<file path="config.mk">
export PLATFORM = sky130hd
export DESIGN_NAME = state_packer
export DESIGN_NICKNAME = d
export VERILOG_FILES = /design/src/rtl/state_packer.sv
export SDC_FILE = /design/constraint.sdc
export NUM_CORES = 1
export LEC_CHECK = 0
export CORE_MARGIN = 3
export CORE_UTILIZATION = 60
export CTS_CLUSTER_SIZE = 16
export DETAILED_ROUTE_END_ITERATION = 16
export PLACE_DENSITY = 0.8
export SLEW_MARGIN = 20
export SYNTH_ARGS = -nofsm -noshare
export SYNTH_HDL_FRONTEND = slang
export SYNTH_SLANG_ARGS = --single-unit
</file>
<file path="constraint.sdc">
create_clock -name clk -period 4 [get_ports clk]
set_input_delay 0.6 -clock clk [delete_from_list [all_inputs] [get_ports clk]]
set_output_delay 0.6 -clock clk [all_outputs]
set_load 0.05 [all_outputs]
</file>
<file path="src/rtl/state_packer.sv">
// Packs the serial stream of sampled unit states into WORD_W-bit words and
// buffers them in a first-word-fall-through FIFO for the state-memory writer.
module state_packer #(
  parameter int unsigned WORD_W     = 16,
  parameter int unsigned NUM_UNITS  = 100,
  parameter int unsigned FIFO_DEPTH = 4,
  parameter int unsigned ADDR_W     = 8
) (
  input  logic              clk,
  input  logic              rst,
  input  logic              en,
  input  logic              clr,
  input  logic              state_in,
  input  logic              state_in_en,
  output logic [WORD_W-1:0] out_data,
  output logic [ADDR_W-1:0] out_addr,
  output logic              out_last,
  output logic              out_valid,
  input  logic              out_ready,
  output logic              overflow,
  output logic              busy
);

  localparam int unsigned BIT_W  = (WORD_W > 1) ? $clog2(WORD_W) : 1;
  localparam int unsigned UNIT_W = (NUM_UNITS > 1) ? $clog2(NUM_UNITS) : 1;
  localparam int unsigned PTR_W  = $clog2(FIFO_DEPTH);
  localparam int unsigned CNT_W  = PTR_W + 1;

  logic [BIT_W-1:0]  bit_cnt;
  logic [UNIT_W-1:0] unit_cnt;
  logic [ADDR_W-1:0] word_idx;
  logic [WORD_W-1:0] pack_q;

  logic [WORD_W-1:0] mem_data [FIFO_DEPTH];
  logic [ADDR_W-1:0] mem_addr [FIFO_DEPTH];
  logic              mem_last [FIFO_DEPTH];
  logic [PTR_W-1:0]  wr_ptr;
  logic [PTR_W-1:0]  rd_ptr;
  logic [CNT_W-1:0]  count;
  logic              overflow_q;

  logic              cap_c;
  logic              last_c;
  logic              done_c;
  logic              full_c;
  logic              pop_c;
  logic              push_c;
  logic              drop_c;
  logic [WORD_W-1:0] word_c;

  // Capture, completion and FIFO handshake decode.
  always_comb begin
    cap_c  = en & state_in_en;
    last_c = (unit_cnt == UNIT_W'(NUM_UNITS - 1));
    done_c = cap_c & ((bit_cnt == BIT_W'(WORD_W - 1)) | last_c);
    word_c = pack_q;
    word_c[bit_cnt] = state_in;
    full_c = (count == CNT_W'(FIFO_DEPTH));
    pop_c  = (count != '0) & out_ready;
    push_c = done_c & (~full_c | pop_c);
    drop_c = done_c & full_c & ~pop_c;
  end

  // Packing counters; they advance even when a completed word is dropped.
  always_ff @(posedge clk or negedge rst) begin
    if (!rst) begin
      bit_cnt  <= '0;
      unit_cnt <= '0;
      word_idx <= '0;
      pack_q   <= '0;
    end else if (clr) begin
      bit_cnt  <= '0;
      unit_cnt <= '0;
      word_idx <= '0;
      pack_q   <= '0;
    end else if (cap_c) begin
      if (done_c) begin
        bit_cnt  <= '0;
        pack_q   <= '0;
        unit_cnt <= last_c ? '0 : unit_cnt + UNIT_W'(1);
        word_idx <= last_c ? '0 : word_idx + ADDR_W'(1);
      end else begin
        bit_cnt  <= bit_cnt + BIT_W'(1);
        unit_cnt <= unit_cnt + UNIT_W'(1);
        pack_q   <= word_c;
      end
    end
  end

  // Word FIFO with sticky overflow.
  always_ff @(posedge clk or negedge rst) begin
    if (!rst) begin
      wr_ptr     <= '0;
      rd_ptr     <= '0;
      count      <= '0;
      overflow_q <= 1'b0;
      for (int i = 0; i < FIFO_DEPTH; i++) begin
        mem_data[i] <= '0;
        mem_addr[i] <= '0;
        mem_last[i] <= 1'b0;
      end
    end else if (clr) begin
      wr_ptr     <= '0;
      rd_ptr     <= '0;
      count      <= '0;
      overflow_q <= 1'b0;
      for (int i = 0; i < FIFO_DEPTH; i++) begin
        mem_data[i] <= '0;
        mem_addr[i] <= '0;
        mem_last[i] <= 1'b0;
      end
    end else begin
      if (push_c) begin
        mem_data[wr_ptr] <= word_c;
        mem_addr[wr_ptr] <= word_idx;
        mem_last[wr_ptr] <= last_c;
        wr_ptr           <= wr_ptr + PTR_W'(1);
      end
      if (pop_c) begin
        rd_ptr <= rd_ptr + PTR_W'(1);
      end
      if (push_c && !pop_c) begin
        count <= count + CNT_W'(1);
      end else if (pop_c && !push_c) begin
        count <= count - CNT_W'(1);
      end
      if (drop_c) begin
        overflow_q <= 1'b1;
      end
    end
  end

  assign out_data  = mem_data[rd_ptr];
  assign out_addr  = mem_addr[rd_ptr];
  assign out_last  = mem_last[rd_ptr];
  assign out_valid = (count != '0);
  assign overflow  = overflow_q;
  assign busy      = (bit_cnt != '0) | (count != '0);

endmodule
</file>
# Word-level counts from Yosys, hierarchy flattened
# Cells that the tools add are included.
# classes
n_addsub	7
n_lt_le_gt_ge	5
n_eq_ne	3
mux	50
bitwise_logic	13
reduce_logical	15
# op_table
operator	n
two-way mux 64 bit	2
two-way mux 16 bit	6
bitwise mux 64 bit	1
two-way mux 32 bit	2
two-way mux 8 bit	7
binary-select mux 16 bit (select 2 bit)	1
bitwise mux 32 bit	1
demux 16 bit (select 2 bit)	1
two-way mux 7 bit	4
two-way mux 4 bit	5
binary-select mux 8 bit (select 2 bit)	1
bitwise mux 16 bit	1
demux 8 bit (select 2 bit)	1
nonzero test 2 bit	5
two-way mux 3 bit	3
adder 8 x 1 -> 8 bit (second input constant)	1
two-way mux 2 bit	4
adder 7 x 1 -> 7 bit (second input constant)	1
== test 7 bit (second input constant)	1
AND 1 bit	6
greater-or-equal comparator 3 bit (second input constant)	2
two-way mux 1 bit	6
inverter 2 -> 3 bit	2
nonzero test 3 bit	2
19 further kinds	27
# totals
reg_bits	143
out_inout_bits	28
elab_cells	113

# Longest topological paths before layout
# logic_depth
ltp_word	9
ltp_mapped	10
ltp_nobuf	9

# Least setup slack after synthesis
# OpenSTA, ideal clock, no wires.
# synth_path
path_kind	register to register
startpoint	register bit_cnt[0]
endpoint	register count[2]
setup_time_ns	0.068
arrival_time_ns	2.428
required_time_ns	3.932
setup_slack_ns	1.503
path_stages_with_launch	11
synth_period_minus_slack_ns	2.497
path_cell_list	dfrtp_1 ha_1 and3_1 buf_6 a22oi_2 nor3_1 fa_1 or2_2 o22ai_1 a21oi_1 nand3_1
# synth_between
elab_chain_cells	7
elab_cells_between_ends	10
# synth_lines
item	line_no	source
from (decl)	29	logic [BIT_W-1:0] bit_cnt;
from (signal assigned)	83	bit_cnt <= bit_cnt + BIT_W'(1);
== test 4 bit (*)	55	done_c = cap_c & ((bit_cnt == BIT_W'(WORD_W - 1)) | last_c);
OR 1 bit (*)	55	
AND 1 bit (*)	55	
AND 1 bit (*)	60	push_c = done_c & (~full_c | pop_c);
logical AND 1 bit or zero test 1 bit (tied branches)	122, 124	
two-way mux 3 bit or logical AND 1 bit (tied branches)	122, 124	
two-way mux 3 bit or nonzero test 3 bit (tied branches)	-	
to (signal assigned)	123	count <= count + CNT_W'(1);
to (signal assigned)	125	count <= count - CNT_W'(1);
to (decl)	39	logic [CNT_W-1:0] count;
# Every way passes the cells marked *; elsewhere a longest branch is shown, timed or not.
# A chain may end at the register's enable or synchronous reset.

# Final worst setup path
# layout_path
startpoint	register rd_ptr[1]
endpoint	output port out_last
# layout_between
elab_chain_cells	4
# layout_lines
item	line_no	source
from (decl)	38	logic [PTR_W-1:0] rd_ptr;
from (signal assigned)	120	rd_ptr <= rd_ptr + PTR_W'(1);
inverter 2 -> 3 bit (implied by the code)	135	assign out_last = mem_last[rd_ptr];
binary-select mux 1 bit (select 2 bit)	135	
two-way mux 1 bit (implied by the code) (2 in a row)	135	
to (decl)	17	output logic out_last,
# Every way passes these cells. The select of a mux whose other input is x is not followed.

==> results.json <==
{
  "outcome": "finished, final reports clean",
  "syn_area_mm2": 0.00701,
  "cts-htree-levels": 4,
  "routed_wl_um": 15800,
  "layout-drive-gt1-share_pct": 17.4,
  "slowest_stage": "dfrtp_1",
  "grt_max_degree": 121,
  "finalSetupViolCount": 0,
  "fmax_mhz": 309,
  "synth_seq_cells": 143,
  "maxCapViolCount": 0,
  "die_h_um": 114,
  "vias": 4775,
  "fp-row-count": 38,
  "hold_buffers": 0,
  "dr.pass1.iters": 4,
  "cts.clk_slew.worst_paths_ns": 0.06,
  "rsz0062_at_grt": "no",
  "final_cell_mix": "dfrtp_1 (142), o2bb2ai_1 (64), nand2_1 (41)",
  "post_cts_buffers": 0,
  "die_width_um": 114,
  "cp-end-kind": "primary output",
  "ant_nets": 0,
  "async_reset_ff_share_pct": 100,
  "finalHoldViolations": 0,
  "power.density_mw_per_mm2": 426,
  "max_slew_margin_pct": 37.5,
  "post_cts_resized": 0,
  "overflow": 0,
  "cp_max_fo": 15,
  "synth_nets": 571,
  "r2r_cells": 9,
  "vdd_drop_max_mv": 0.553,
  "drc": 0,
  "synth.largest_area_cell": "dfrtp_1",
  "cts.sinks": 143,
  "synth-edff-count": 0,
  "crit_arrival_ns": 2.63,
  "drt-initial-drc-count": 461,
  "ios": 35,
  "grt_pass1_wl_um": 26300,
  "root_buffer": "clkbuf_16",
  "cts_tree": "yes",
  "die-area_mm2": 0.0130,
  "clkLatencyLatePin_ns": 0.42,
  "postSynthCellCount": 553,
  "crit_type": "reg -> out",
  "synth.distinct_cells": 60,
  "setup_tns_ns": 0,
  "layout_commonest_cell": "dfrtp_1",
  "syn_to_final_growth_pct": 12.9,
  "hp-class": "in -> async",
  "diodes": 0,
  "yosys-top-cells-area": "dfrtp_1 (51%), mux4_2 (8.0%), o2bb2ai_1 (8.0%)",
  "grt_use_total_pct": 26.2,
  "wire_per_inst_um": 21.7,
  "fin_util_pct": 71.1,
  "cts_buffer_depth": 2,
  "layout_min_cycle_time_ns": 3.23,
  "clock-skew-final_ns": 0.00468,
  "ys.flop_type": "dfrtp_1",
  "viasPerCell": 6.58,
  "grt_pass1_vias": 4933,
  "cp_data_required_time_ns": 3.40,
  "nets": 591,
  "leakage_nw": 3.40,
  "worst_pin_slew_ns": 0.938,
  "max_stage_delay_ns": 0.74,
  "yosysWarnings": 0,
  "synth_area_per_cell_um2": 12.7,
  "maxSlewViolCount": 0,
  "globalplace.congestion": 0.786,
  "cts_buffers": 17,
  "core_mm2": 0.0111,
  "antenna_found_initial": 0,
  "startpoint_type": "flop",
  "io_buffers": 34,
  "start_util_pct": 63.0,
  "ys_seq_area_share_pct": 51.0,
  "synth_top_area_share_pct": 51.0,
  "dpl.hpwl_um": 9710,
  "finalCritPeriodShare_pct": 80.8,
  "path_cells": "buf_4, mux4_2, clkdlybuf4s50_1"
}
## sequential cells by signal, summed over array words and instances, names as in the netlist
| signal | flops |
|---|---|
| mem_addr | 32 |
| mem_data | 64 |
| mem_last | 4 |
| overflow | 1 |
| word_idx | 8 |
| count | 3 |
| unit_cnt | 7 |
| bit_cnt | 4 |
| pack_q | 16 |
| rd_ptr | 2 |
| wr_ptr | 2 |
## synthesized netlist by cell type, types with 3 or more instances
library cell and count:
o21ai_2 9, nor4b_2 3, a21oi_1 8, a22o_1 24, nand2_1 41, buf_6 5, mux4_2 25, nand4b_4 4
buf_4 3, nor3_1 6, nor2_1 17, a211oi_1 5, nand2b_1 21, dfrtp_1 143, clkbuf_1 10, nor2b_1 3
ha_1 10, and3_1 5, xor2_1 6, nand4_1 7, mux2i_1 32, o2bb2ai_1 64, nand3_1 14, inv_1 8
o21ai_0 17, buf_2 20
## metal layers
metal | global-route usage (%) | part of all wire, %
met5 | 0 | 0
met4 | 9.74 | 1.9
met3 | 6.34 | 5.3
met2 | 38.6 | 47
met1 | 38.2 | 46
## cell families after synthesis
group	Yosys count	synth area share, %
AOI/OAI and AO/OA	146	16.9
DFF	143	51.0
and+or+nand+nor	138	12.3
muxes	59	12.9
buffers and inverters	49	3.84
adders and majority gates	11	2.07
xor gates and xnor gates	7	0.874
## worst max-delay path: cells and delay by family, from the launching register on
kind,cells,cell delay [ns]
buffers and inverters,2,1.10
flip-flops,1,0.74
multiplexers,1,0.36
## report_power, final
group / switching, mW / internal (mW)
Sequential: 0.0531 / 1.46
Clock: 0.623 / 0.810
Combinational: 0.261 / 0.157
Total: 0.936 / 2.43
## final cells by class
type	count	area [um^2]
Clock buffer	20	447
Inverter	8	30.0
Fill cell	774	3210
Timing Repair Buffer	42	399
Sequential cell	143	3580
Tap cell	140	175
Clock inverter	12	88.8
Multi-Input combinational cell	361	3190
## through the flow
stage	setup WS (ns)	total power, mW	std cells	area [um^2]	hold WS, ns
final	0.768	3.37	726	7910	0.298
after global routing	0.685	3.49	726	7910	0.370
after CTS	0.748	3.38	726	7890	0.396
after detailed placement	0.705	1.96	694	7360	0.466
after global placement	0.871	1.95	694	7360	0.460
after floorplan	1.50	1.82	553	7010	0.304
## final timing paths
check                                       startpoint                        to  slack (ns)
worst min-delay path                               rst   mem_addr[3]$_DFFE_PN0P_        0.30
worst max-delay path             rd_ptr[1]$_DFFE_PN0P_                  out_last        0.77
worst min register to register   pack_q[8]$_DFFE_PN0P_     pack_q[8]$_DFFE_PN0P_        0.48
worst max register to register  bit_cnt[0]$_DFFE_PN0P_      count[2]$_DFFE_PN0P_        1.13
max in group asynchronous                          rst  mem_data[58]$_DFFE_PN0P_        2.77
min in group clk                 pack_q[8]$_DFFE_PN0P_     pack_q[8]$_DFFE_PN0P_        0.48
No activity file was read; power rests on OpenSTA's default activity.
